==> src/rtl/spi_peripheral_pkg.sv <==
// spi_peripheral_pkg: shared FSM states, frame width and register map for the SPI config target
package spi_peripheral_pkg;
  typedef enum logic [1:0] {IDLE, SHIFT, COMMIT} state_t;
  localparam int FRAME_BITS = 16;
  localparam logic [6:0] ADDR_EN_OUT_LO = 7'h00;
  localparam logic [6:0] ADDR_EN_OUT_HI = 7'h01;
  localparam logic [6:0] ADDR_EN_PWM_LO = 7'h02;
  localparam logic [6:0] ADDR_EN_PWM_HI = 7'h03;
  localparam logic [6:0] ADDR_DUTY      = 7'h04;
endpackage

==> src/rtl/spi_peripheral_if.sv <==
// spi_peripheral_if: SPI pin bundle; master drives sclk/copi/ncs, slave drives cipo
interface spi_peripheral_if;
  logic sclk;
  logic copi;
  logic ncs;
  logic cipo;
  modport master (output sclk, output copi, output ncs, input cipo);
  modport slave (input sclk, input copi, input ncs, output cipo);
endinterface

==> src/rtl/spi_peripheral_sync_edge_detect.sv <==
// sync_edge_detect: multi-flop synchroniser with one history flop giving level, rise and fall
module sync_edge_detect #(
  parameter int   SYNC_STAGES = 2,
  parameter logic RST_VAL     = 1'b0
) (
  input  logic clk,
  input  logic rst,
  input  logic d_i,
  output logic level_o,
  output logic rise_o,
  output logic fall_o
);
  logic [SYNC_STAGES-1:0] sync_q;
  logic                   hist_q;
  // shift the async pin through the synchroniser and remember the previous synchronised level
  always_ff @(posedge clk or posedge rst) begin
    if (rst) begin
      sync_q <= {SYNC_STAGES{RST_VAL}};
      hist_q <= RST_VAL;
    end else begin
      sync_q <= {sync_q[SYNC_STAGES-2:0], d_i};
      hist_q <= sync_q[SYNC_STAGES-1];
    end
  end
  assign level_o = sync_q[SYNC_STAGES-1];
  assign rise_o  = level_o & ~hist_q;
  assign fall_o  = ~level_o & hist_q;
endmodule

==> src/rtl/spi_peripheral.sv <==
// spi_peripheral: SPI mode-0 target holding five 8-bit PWM config registers; SPI_READBACK_EN adds cipo readback
module spi_peripheral
  import spi_peripheral_pkg::*;
#(
  parameter int         SYNC_STAGES = 2,
  parameter logic [6:0] MAX_ADDR    = 7'h04
) (
  input  logic              clk,
  input  logic              rst,
  spi_peripheral_if.slave   spi,
  output logic [7:0]        en_reg_out_7_0,
  output logic [7:0]        en_reg_out_15_8,
  output logic [7:0]        en_reg_pwm_7_0,
  output logic [7:0]        en_reg_pwm_15_8,
  output logic [7:0]        pwm_duty_cycle
);
  logic       sclk_lvl, sclk_rise, sclk_fall;
  logic       ncs_lvl, ncs_rise, ncs_fall;
  logic       copi_lvl, copi_rise, copi_fall;
  logic       unused_ok;
  state_t     state_q;
  logic [4:0] cnt_q;
  logic [15:0] shreg_q;
  logic [7:0] regs_q [5];
  logic [6:0] addr;
  logic       wr_ok;

  sync_edge_detect #(.SYNC_STAGES(SYNC_STAGES), .RST_VAL(1'b0)) u_sclk (
    .clk(clk), .rst(rst), .d_i(spi.sclk), .level_o(sclk_lvl), .rise_o(sclk_rise), .fall_o(sclk_fall)
  );
  sync_edge_detect #(.SYNC_STAGES(SYNC_STAGES), .RST_VAL(1'b1)) u_ncs (
    .clk(clk), .rst(rst), .d_i(spi.ncs), .level_o(ncs_lvl), .rise_o(ncs_rise), .fall_o(ncs_fall)
  );
  sync_edge_detect #(.SYNC_STAGES(SYNC_STAGES), .RST_VAL(1'b0)) u_copi (
    .clk(clk), .rst(rst), .d_i(spi.copi), .level_o(copi_lvl), .rise_o(copi_rise), .fall_o(copi_fall)
  );

  assign unused_ok = &{1'b0, sclk_lvl, sclk_fall, ncs_lvl, copi_rise, copi_fall};
  assign addr  = shreg_q[14:8];
  assign wr_ok = shreg_q[15] && addr <= MAX_ADDR && addr <= ADDR_DUTY;

  // frame FSM: ncs edge frames a transfer, sclk rises shift copi in, a full 16-bit write commits one register
  always_ff @(posedge clk or posedge rst) begin
    if (rst) begin
      state_q <= IDLE;
      cnt_q   <= '0;
      shreg_q <= '0;
      for (int i = 0; i < 5; i++) regs_q[i] <= '0;
    end else begin
      case (state_q)
        IDLE: if (ncs_fall) begin
          state_q <= SHIFT;
          cnt_q   <= '0;
          shreg_q <= '0;
        end
        SHIFT: if (ncs_rise) begin
          state_q <= (cnt_q == 5'(FRAME_BITS)) ? COMMIT : IDLE;
        end else if (sclk_rise) begin
          shreg_q <= {shreg_q[14:0], copi_lvl};
          cnt_q   <= (cnt_q == 5'(FRAME_BITS + 1)) ? cnt_q : cnt_q + 5'd1;
        end
        COMMIT: begin
          if (wr_ok) regs_q[addr[2:0]] <= shreg_q[7:0];
          state_q <= IDLE;
        end
        default: state_q <= IDLE;
      endcase
    end
  end

  assign en_reg_out_7_0  = regs_q[ADDR_EN_OUT_LO[2:0]];
  assign en_reg_out_15_8 = regs_q[ADDR_EN_OUT_HI[2:0]];
  assign en_reg_pwm_7_0  = regs_q[ADDR_EN_PWM_LO[2:0]];
  assign en_reg_pwm_15_8 = regs_q[ADDR_EN_PWM_HI[2:0]];
  assign pwm_duty_cycle  = regs_q[ADDR_DUTY[2:0]];

`ifdef SPI_READBACK_EN
  logic [6:0] rd_addr;
  logic [7:0] rd_data;
  logic [7:0] tx_q;
  logic       cipo_q;
  logic       rd_load;
  logic       tx_shift;
  assign rd_addr  = {shreg_q[5:0], copi_lvl};
  assign rd_data  = (!shreg_q[6] && rd_addr <= MAX_ADDR && rd_addr <= ADDR_DUTY) ? regs_q[rd_addr[2:0]] : 8'h00;
  assign rd_load  = state_q == SHIFT && !ncs_rise && sclk_rise && cnt_q == 5'd7;
  assign tx_shift = state_q == SHIFT && !ncs_rise && sclk_fall && cnt_q >= 5'd8 && cnt_q < 5'(FRAME_BITS);
  // load the addressed register after the header byte, then present it MSB first after each sclk fall
  always_ff @(posedge clk or posedge rst) begin
    if (rst) begin
      tx_q   <= '0;
      cipo_q <= 1'b0;
    end else begin
      tx_q   <= rd_load ? rd_data : tx_shift ? {tx_q[6:0], 1'b0} : tx_q;
      cipo_q <= (state_q != SHIFT || ncs_rise) ? 1'b0 : tx_shift ? tx_q[7] : cipo_q;
    end
  end
  assign spi.cipo = cipo_q;
`else
  assign spi.cipo = 1'b0;
`endif
endmodule

==> src/flat_wrapper.sv <==
// flat-port wrapper written by rule: the top's interface ports become plain ports
module spi_peripheral_flat import spi_peripheral_pkg::*;
#(
  parameter int         SYNC_STAGES = 2,
  parameter logic [6:0] MAX_ADDR    = 7'h04
)
  (clk, rst, en_reg_out_7_0, en_reg_out_15_8, en_reg_pwm_7_0, en_reg_pwm_15_8, pwm_duty_cycle, spi_sclk, spi_copi, spi_ncs, spi_cipo);
  spi_peripheral_if spi_i ();
  input  logic clk;
  input  logic rst;
  output logic [7:0] en_reg_out_7_0;
  output logic [7:0] en_reg_out_15_8;
  output logic [7:0] en_reg_pwm_7_0;
  output logic [7:0] en_reg_pwm_15_8;
  output logic [7:0] pwm_duty_cycle;
  input wire logic [$bits(spi_i.sclk)-1:0] spi_sclk;
  input wire logic [$bits(spi_i.copi)-1:0] spi_copi;
  input wire logic [$bits(spi_i.ncs)-1:0] spi_ncs;
  output wire logic [$bits(spi_i.cipo)-1:0] spi_cipo;
  assign spi_i.sclk = spi_sclk;
  assign spi_i.copi = spi_copi;
  assign spi_i.ncs = spi_ncs;
  assign spi_cipo = spi_i.cipo;
  spi_peripheral #(.SYNC_STAGES(SYNC_STAGES), .MAX_ADDR(MAX_ADDR)) u_core (.clk(clk), .rst(rst), .spi(spi_i), .en_reg_out_7_0(en_reg_out_7_0), .en_reg_out_15_8(en_reg_out_15_8), .en_reg_pwm_7_0(en_reg_pwm_7_0), .en_reg_pwm_15_8(en_reg_pwm_15_8), .pwm_duty_cycle(pwm_duty_cycle));
endmodule
==> config.mk <==
export PLATFORM = sky130hd
export DESIGN_NAME = spi_peripheral_flat
export DESIGN_NICKNAME = d
export VERILOG_FILES = /design/src/rtl/spi_peripheral_pkg.sv /design/src/rtl/spi_peripheral_if.sv /design/src/rtl/spi_peripheral_sync_edge_detect.sv /design/src/rtl/spi_peripheral.sv /design/src/flat_wrapper.sv
export SDC_FILE = /design/constraint.sdc
export NUM_CORES = 1
export LEC_CHECK = 0
export CAP_MARGIN = 20
export CORE_ASPECT_RATIO = 0.75
export CORE_MARGIN = 4
export CORE_UTILIZATION = 48
export DETAILED_ROUTE_END_ITERATION = 16
export MAX_ROUTING_LAYER = met4
export PLACE_DENSITY_LB_ADDON = 0.05
export SYNTH_ARGS = -nofsm -noshare
export SYNTH_HDL_FRONTEND = slang
export SYNTH_HIERARCHICAL = 1
export SYNTH_SLANG_ARGS = --single-unit
==> constraint.sdc <==
create_clock -name clk -period 1.87 [get_ports clk]
set_clock_uncertainty 0.05 [all_clocks]
set_input_delay 0.374 -clock clk [delete_from_list [all_inputs] [get_ports clk]]
set_output_delay 0.374 -clock clk [all_outputs]
set_load 0.005 [all_outputs]
==> results.yml, run 1 <==
worst_setup_path:
  path_max_fanout: 8
  r2r-end: "u_core/en_reg_pwm_15_8[7]"
  crit_type: "reg2reg"
  worst_ep_arrival_time_ps: 1960
  start_kind: "register"
  r2r_slack_ps: 80
  r2r-start: "u_core/shreg_q[12]"
  worst_ep_required_time_ps: 2050
  reg2reg_depth: 4
  end_kind: "register"
clock_network:
  cts.sinks: 71
  cts_setup_buffers: 0
  clk_pin_slew_ps: 80
  cts-buffers-inserted: 9
  root_buffer: "clkbuf_8"
  h-tree-depth: 3
  cts.path.max_buffers: 2
  tritoncts: "built"
  clk_latency_ps: 350
  holdBufCountCts: 0
floorplanning:
  start_util_pct: 50.0
  die_x_um: 98.4
  row_count: 24
  die_height_um: 75.8
  core-area_um2: 5890
  die-area_um2: 7450
  io_pins: 46
global_routing:
  grt_pass1_vias: 1776
  grt_antenna_before_repair: 0
  grt_max_degree: 64
  grtUsageTotal_pct: 17.2
  gr-total-overflow: 0
  grt_pass1_wl_um: 9300
route:
  postRouteAntennaNets: 0
  drc: 0
  drt_iter0_markers: 93
  routed_wl_um: 5640
  firstDrtPassIters: 4
  drt-vias-per-instance: 5.07
  num_vias: 1816
  routedWlPerCell_um: 15.7
final_layout:
  n_antenna_cell: 0
  fill_cells: 458
  drive_above_1_share_pct: 28.6
  final_nets: 283
  areaGrowthSynthToFinish_pct: 28.2
placed_design:
  detailedPlace.worstSlack_ps: 98.8
  dp_hpwl_um: 3760
  globalplace.congestion: 0.862
  port-buffer-count: 44
timing:
  hold_viol: 0
  hold_ws_ps: 252
  setup_tns_ps: 0
  rsz0062_at_grt: "no"
  slew_violations: 0
  max_slew_margin_pct: 67.0
  setup_violations: 0
  period_needed_ps: 1790
  fin_crit_sh_pct: 95.6
  fmax_mhz: 560
  tightest_slew_ps: 488
  worst_slack_ps: 83.1
pwr:
  power.leakage_nw: 1.82
  peakVddDrop_uv: 664
  power_density_nw_per_um2: 912
synth:
  yosysWarningCount: 6
  netlist_instances: 214
  syn_area_um2: 2940
  syn_nets: 222
  syn_area_per_cell_um2: 13.7
flow_run:
  cap_violations: 0
worst_hold_path:
  hold_path_class: "in2async"
outcome:
  status: "completed"
==> worst max-delay path by stage <==
stage	from	end	slack, ps	depth (start not counted)
CTS	u_core/shreg_q[12]	u_core/en_reg_pwm_15_8[7]	80	4
finish	u_core/shreg_q[12]	u_core/en_reg_pwm_15_8[7]	80	4
global route	u_core/u_ncs/sync_q[1]	u_core/shreg_q[9]	20	5
floorplan	u_core/u_ncs/sync_q[1]	u_core/shreg_q[0]	110	5
global placement	u_core/shreg_q[12]	u_core/en_reg_pwm_15_8[7]	130	4
detailed placement	u_core/shreg_q[12]	u_core/en_reg_pwm_15_8[7]	100	4
==> final cells by class <==
type	instances	area, um^2	area share (%)
Inverter	22	86.3	2.29
Multi-Input combinational cell	115	1050	27.9
Timing Repair Buffer	56	556	14.7
Clock buffer	11	141	3.75
Sequential cell	71	1780	47.2
Clock inverter	5	57.6	1.53
Tap cell	78	97.6	2.59
==> cells in the final DEF (no fill, tap or decap), types with 4 or more instances in the layout <==
cell type	count
mux2i_1	16
dfrtp_1	68
mux2_2	39
inv_1	21
buf_4	10
clkdlybuf4s50_1	44
clkbuf_8	10
nor2_1	4
nand2_1	16
==> worst max-delay path, stage by stage, from the launching register on <==
cell     delay (ps)
dfrtp_1         430
nor4b_4         430
and4_1          240
buf_4           180
mux2_2          350
==> metrics by stage <==
stage | cells | util, % | total power [mW] | cell area, um^2
2_1_floorplan | 214 | - | 2.09 | 2940
3_3_place_gp | 342 | 60.6 | 2.25 | 3570
3_5_place_dp | 342 | 60.6 | 2.25 | 3570
4_1_cts | 358 | 64.0 | 3.48 | 3770
5_1_grt | 358 | 64.0 | 3.62 | 3770
6_report | 358 | 64.0 | 3.44 | 3770
==> report_power, final <==
part           total (mW)  internal [mW]  leakage (nW)  switching [mW]
Combinational       0.411          0.201         0.770           0.210
Clock                1.21          0.653         0.103           0.561
Sequential           1.81           1.65         0.950           0.166
==> timing repair <==
item                                    4_1_cts  5_1_grt
endpoints found under the setup margin        0       16
gates resized for setup                       0        1
hold endpoints to repair                      0        0
==> routing by layer <==
| layer | routed length (um) | track usage, % | up-vias |
|---|---|---|---|
| met5 | 0 | - | - |
| met4 | 64 | 5.00 | 0 |
| met3 | 305 | 6.13 | 8 |
| met2 | 2290 | 22.7 | 49 |
| met1 | 2980 | 24.9 | 897 |
| li1 | - | - | 862 |
==> state kept, by name, summed over array words and instances (netlist names) <==
name,flops
u_core/state_q,2
u_core/u_sclk/hist_q,1
u_core/en_reg_pwm_15_8,8
u_core/u_sclk/sync_q,2
u_core/en_reg_out_7_0,8
u_core/en_reg_pwm_7_0,8
u_core/pwm_duty_cycle,8
u_core/shreg_q,16
u_core/cnt_q,5
u_core/u_ncs/sync_q,2
u_core/u_ncs/hist_q,1
u_core/u_copi/sync_q,2
u_core/en_reg_out_15_8,8
(Power assumes the default switching activity.)
==> inputs of run 2 (changes only) <==
--- a/constraint.sdc
+++ b/constraint.sdc
@@ -4,2 +4,2 @@
 set_output_delay 0.374 -clock clk [all_outputs]
-set_load 0.005 [all_outputs]
+set_load 0.1 [all_outputs]
==> results.yml, run 2 (synthesis gave the netlist of run 1 again) <==
global_routing:
  grt_antenna_before_repair: 0
  grt_max_degree: 20
  grtUsageTotal_pct: 18.1
  grt_pass1_wl_um: 9820
  grt_pass1_vias: 1926
  gr-total-overflow: 0
route:
  routed_wl_um: 6050
  drc: 0
  postRouteAntennaNets: 0
  drt-vias-per-instance: 5.14
  drt_iter0_markers: 70
  firstDrtPassIters: 4
  num_vias: 1856
  routedWlPerCell_um: 16.8
timing:
  fmax_mhz: 564
  rsz0062_at_grt: "no"
  setup_violations: 0
  setup_tns_ps: 0
  slew_violations: 0
  tightest_slew_ps: 511
  max_slew_margin_pct: 65.4
  hold_ws_ps: 250
  hold_viol: 0
  fin_crit_sh_pct: 94.9
  worst_slack_ps: 95.6
  period_needed_ps: 1770
worst_setup_path:
  start_kind: "register"
  worst_ep_required_time_ps: 2040
  critPathBufInv: 1
  path_max_fanout: 8
  crit_type: "reg2reg"
  end_kind: "register"
  cpPeakStageDelay_ps: 430
  cp_cell_sequence: "nor4b_4 -> and4_1 -> buf_4 -> mux2_2"
  worst_ep_arrival_time_ps: 1950
  slowest_stage: "dfrtp_1"
  cp_top_family: "simple AND/OR/NAND/NOR gates"
pwr:
  p_total_mw: 3.61
  power_density_nw_per_um2: 853
  power.leakage_nw: 2.04
  peakVddDrop_uv: 759
floorplanning:
  die_height_um: 75.8
  core-area_um2: 5890
  row_count: 24
  start_util_pct: 50.0
  die_x_um: 98.4
  io_pins: 46
  die-area_um2: 7450
final_layout:
  final_common_cell: "dfrtp_1"
  areaGrowthSynthToFinish_pct: 44.1
  fin_util_pct: 72.0
  mostFrequentLayoutCells: "dfrtp_1 (68), buf_12 (43), mux2_2 (39)"
  largest_register_ffs: 16
  final_nets: 286
  n_antenna_cell: 0
  top_register: "u_core/shreg_q"
  drive_above_1_share_pct: 43.1
worst_hold_path:
  hold_path_class: "in2async"
placed_design:
  port-buffer-count: 44
  globalplace.congestion: 0.805
  detailedPlace.worstSlack_ps: 97.5
  dp_hpwl_um: 4360
clock_network:
  h-tree-depth: 3
  clk_pin_slew_ps: 70
  post_cts_resize_count: 0
  cts_setup_buffers: 0
  cts.sinks: 71
  root_buffer: "clkbuf_8"
  clk_latency_ps: 350
  cts-buffers-inserted: 9
  holdBufCountCts: 0
  cts.path.max_buffers: 2
  tritoncts: "built"
outcome:
  status: "completed"
flow_run:
  cap_violations: 0
## run 2: final timing paths
kind,start,to,slack [ps],cells past startpoint
max reg2reg,u_core/shreg_q[12],u_core/en_reg_pwm_15_8[3],100,4
min reg2reg,u_core/u_copi/sync_q[0],u_core/u_copi/sync_q[1],310,0
min,rst,u_core/u_copi/sync_q[0],250,2
max,u_core/shreg_q[12],u_core/en_reg_pwm_15_8[3],100,4
max in group asynchronous,rst,u_core/shreg_q[2],920,3
min in group clk,u_core/u_copi/sync_q[0],u_core/u_copi/sync_q[1],310,0
## run 2: routing by layer
layer  global-route usage (%)  wire, um  up-vias
met1                     24.8      2860      928
met3                     5.58       437        5
met4                     5.45        21        0
met2                     26.2      2740       60
li1                         -         -      863
met5                        -         0        -
## run 2: final cells by class
cell class / count / area (um^2)
repair buffers: 59 / 995
inverters: 22 / 86.3
flip-flops and latches: 71 / 1780
well taps: 78 / 97.6
fillers: 419 / 1650
multi-input cells: 115 / 1050
clock inverters: 5 / 81.3
clock buffers: 11 / 141
## run 2: worst reg2reg max path: stages, from the launching register on
cell and delay, ps:
dfrtp_1 430, nor4b_4 420, and4_1 230, buf_4 170
mux2_2 350
## run 2: where the power goes
| group | internal, mW | switching [mW] |
|---|---|---|
| combinational | 0.211 | 0.223 |
| clock | 0.788 | 0.579 |
| sequential | 1.64 | 0.169 |
## run 2: stage by stage
step	cells	instance area, um^2
after floorplan	214	2940
after global placement	345	4000
after detailed placement	345	4000
after CTS	361	4230
after global routing	361	4240
final	361	4240
==> inputs of run 3 (changes only) <==
- CORE_UTILIZATION: 48 -> 45
==> results.yml, run 3 (synthesis gave the netlist of run 1 again) <==
outcome:
  status: "completed"
floorplanning:
  start_util_pct: 46.5
  die_height_um: 78.0
  die-area_um2: 7910
  io_pins: 46
  row_count: 25
  core-area_um2: 6320
  die_x_um: 101
flow_run:
  cap_violations: 0
global_routing:
  grt_max_degree: 27
  grt_antenna_before_repair: 0
  gr-total-overflow: 0
  grt_pass1_vias: 1829
  grt_pass1_wl_um: 9520
  grtUsageTotal_pct: 16.7
timing:
  tightest_slew_ps: 658
  fin_crit_sh_pct: 94.5
  max_slew_margin_pct: 56.0
  period_needed_ps: 1770
  fmax_mhz: 566
  setup_violations: 0
  setup_tns_ps: 0
  rsz0062_at_grt: "no"
  hold_viol: 0
  slew_violations: 0
route:
  num_vias: 1784
  drt-vias-per-instance: 4.93
  routed_wl_um: 5580
  drt_iter0_markers: 78
  firstDrtPassIters: 4
  drc: 0
  routedWlPerCell_um: 15.4
  postRouteAntennaNets: 0
placed_design:
  globalplace.congestion: 0.761
  dp_hpwl_um: 4040
  dp.cells: 346
  port-buffer-count: 44
final_layout:
  fin_cells: 362
  fin_util_pct: 66.2
  final_nets: 284
  top_register: "u_core/shreg_q"
  drive_above_1_share_pct: 42.3
  n_antenna_cell: 0
  largest_register_ffs: 16
  final_common_cell: "dfrtp_1"
  mostFrequentLayoutCells: "dfrtp_1 (68), buf_12 (44), mux2_2 (39)"
  areaGrowthSynthToFinish_pct: 42.3
pwr:
  peakVddDrop_uv: 562
  power_density_nw_per_um2: 790
  power.leakage_nw: 2.01
clock_network:
  tritoncts: "built"
  cts.path.max_buffers: 2
  clk_pin_slew_ps: 60
  root_buffer: "clkbuf_8"
  clk_latency_ps: 340
  post_cts_resize_count: 0
  holdBufCountCts: 0
  cts-buffers-inserted: 9
  cts_setup_buffers: 0
  cts.sinks: 71
  h-tree-depth: 3
worst_setup_path:
  cpPeakStageDelay_ps: 530
  worst_ep_arrival_time_ps: 1940
  r2r-start: "u_core/u_ncs/hist_q"
  worst_ep_required_time_ps: 2040
  path_max_fanout: 21
  crit_path_start: "u_core/u_ncs/hist_q"
  start_kind: "register"
  cp_cell_sequence: "nor2b_2 -> nand4bb_2 -> a21boi_2 -> buf_12 -> a221o_1"
  crit_type: "reg2reg"
  slowest_stage: "dfstp_2"
  end_kind: "register"
worst_hold_path:
  hold_path_class: "in2async"
## run 3: per-stage QoR
step / hold slack, ps / instance area, um^2 / setup slack (ps) / total power, mW
finish: 262 / 4180 / 102 / 3.30
floorplan: 65.2 / 2940 / 114 / 2.10
global placement: 282 / 4000 / 145 / 2.26
CTS: 240 / 4180 / 89.3 / 3.35
global route: 259 / 4180 / 9.33 / 3.50
detailed placement: 286 / 4000 / 95.7 / 2.26
## run 3: path summary, 6_finish.rpt
check                      slack, ps  cells after the start                       to
max reg2reg                      100                      5          u_core/cnt_q[1]
max in group asynchronous        930                      3        u_core/shreg_q[5]
max                              100                      5          u_core/cnt_q[1]
min reg2reg                      300                      0  u_core/u_copi/sync_q[1]
min                              260                      2  u_core/u_copi/sync_q[0]
min in group clk                 300                      0  u_core/u_copi/sync_q[1]
## run 3: per-layer routing
| metal | routed length (um) | vias to the layer above | GRT usage (%) |
|---|---|---|---|
| li1 | - | 861 | - |
| met1 | 2840 | 872 | 24.2 |
| met2 | 2380 | 43 | 21.8 |
| met3 | 289 | 8 | 5.48 |
| met4 | 71 | 0 | 5.98 |
| met5 | 0 | - | - |
## run 3: power breakdown
| group | switching (mW) | leakage [nW] | internal [mW] |
|---|---|---|---|
| combinational | 0.215 | 0.972 | 0.212 |
| clock | 0.501 | 0.0877 | 0.554 |
| sequential | 0.175 | 0.950 | 1.65 |
## run 3: final cells by class
type                            count  area [um^2]
Fill cell                         482         2130
Sequential cell                    71         1780
Multi-Input combinational cell    115         1060
Timing Repair Buffer               57          988
Clock buffer                       15          166
Tap cell                           81          101
Inverter                           22         86.3
Clock inverter                      1         5.00
## run 3: critical path, delay by kind of cell (launching register included)
kind / cells / cell delay [ps]
AOI/OAI and AO/OA: 2 / 560
DFF: 1 / 530
and+or+nand+nor: 2 / 330
buffers and inverters: 1 / 160
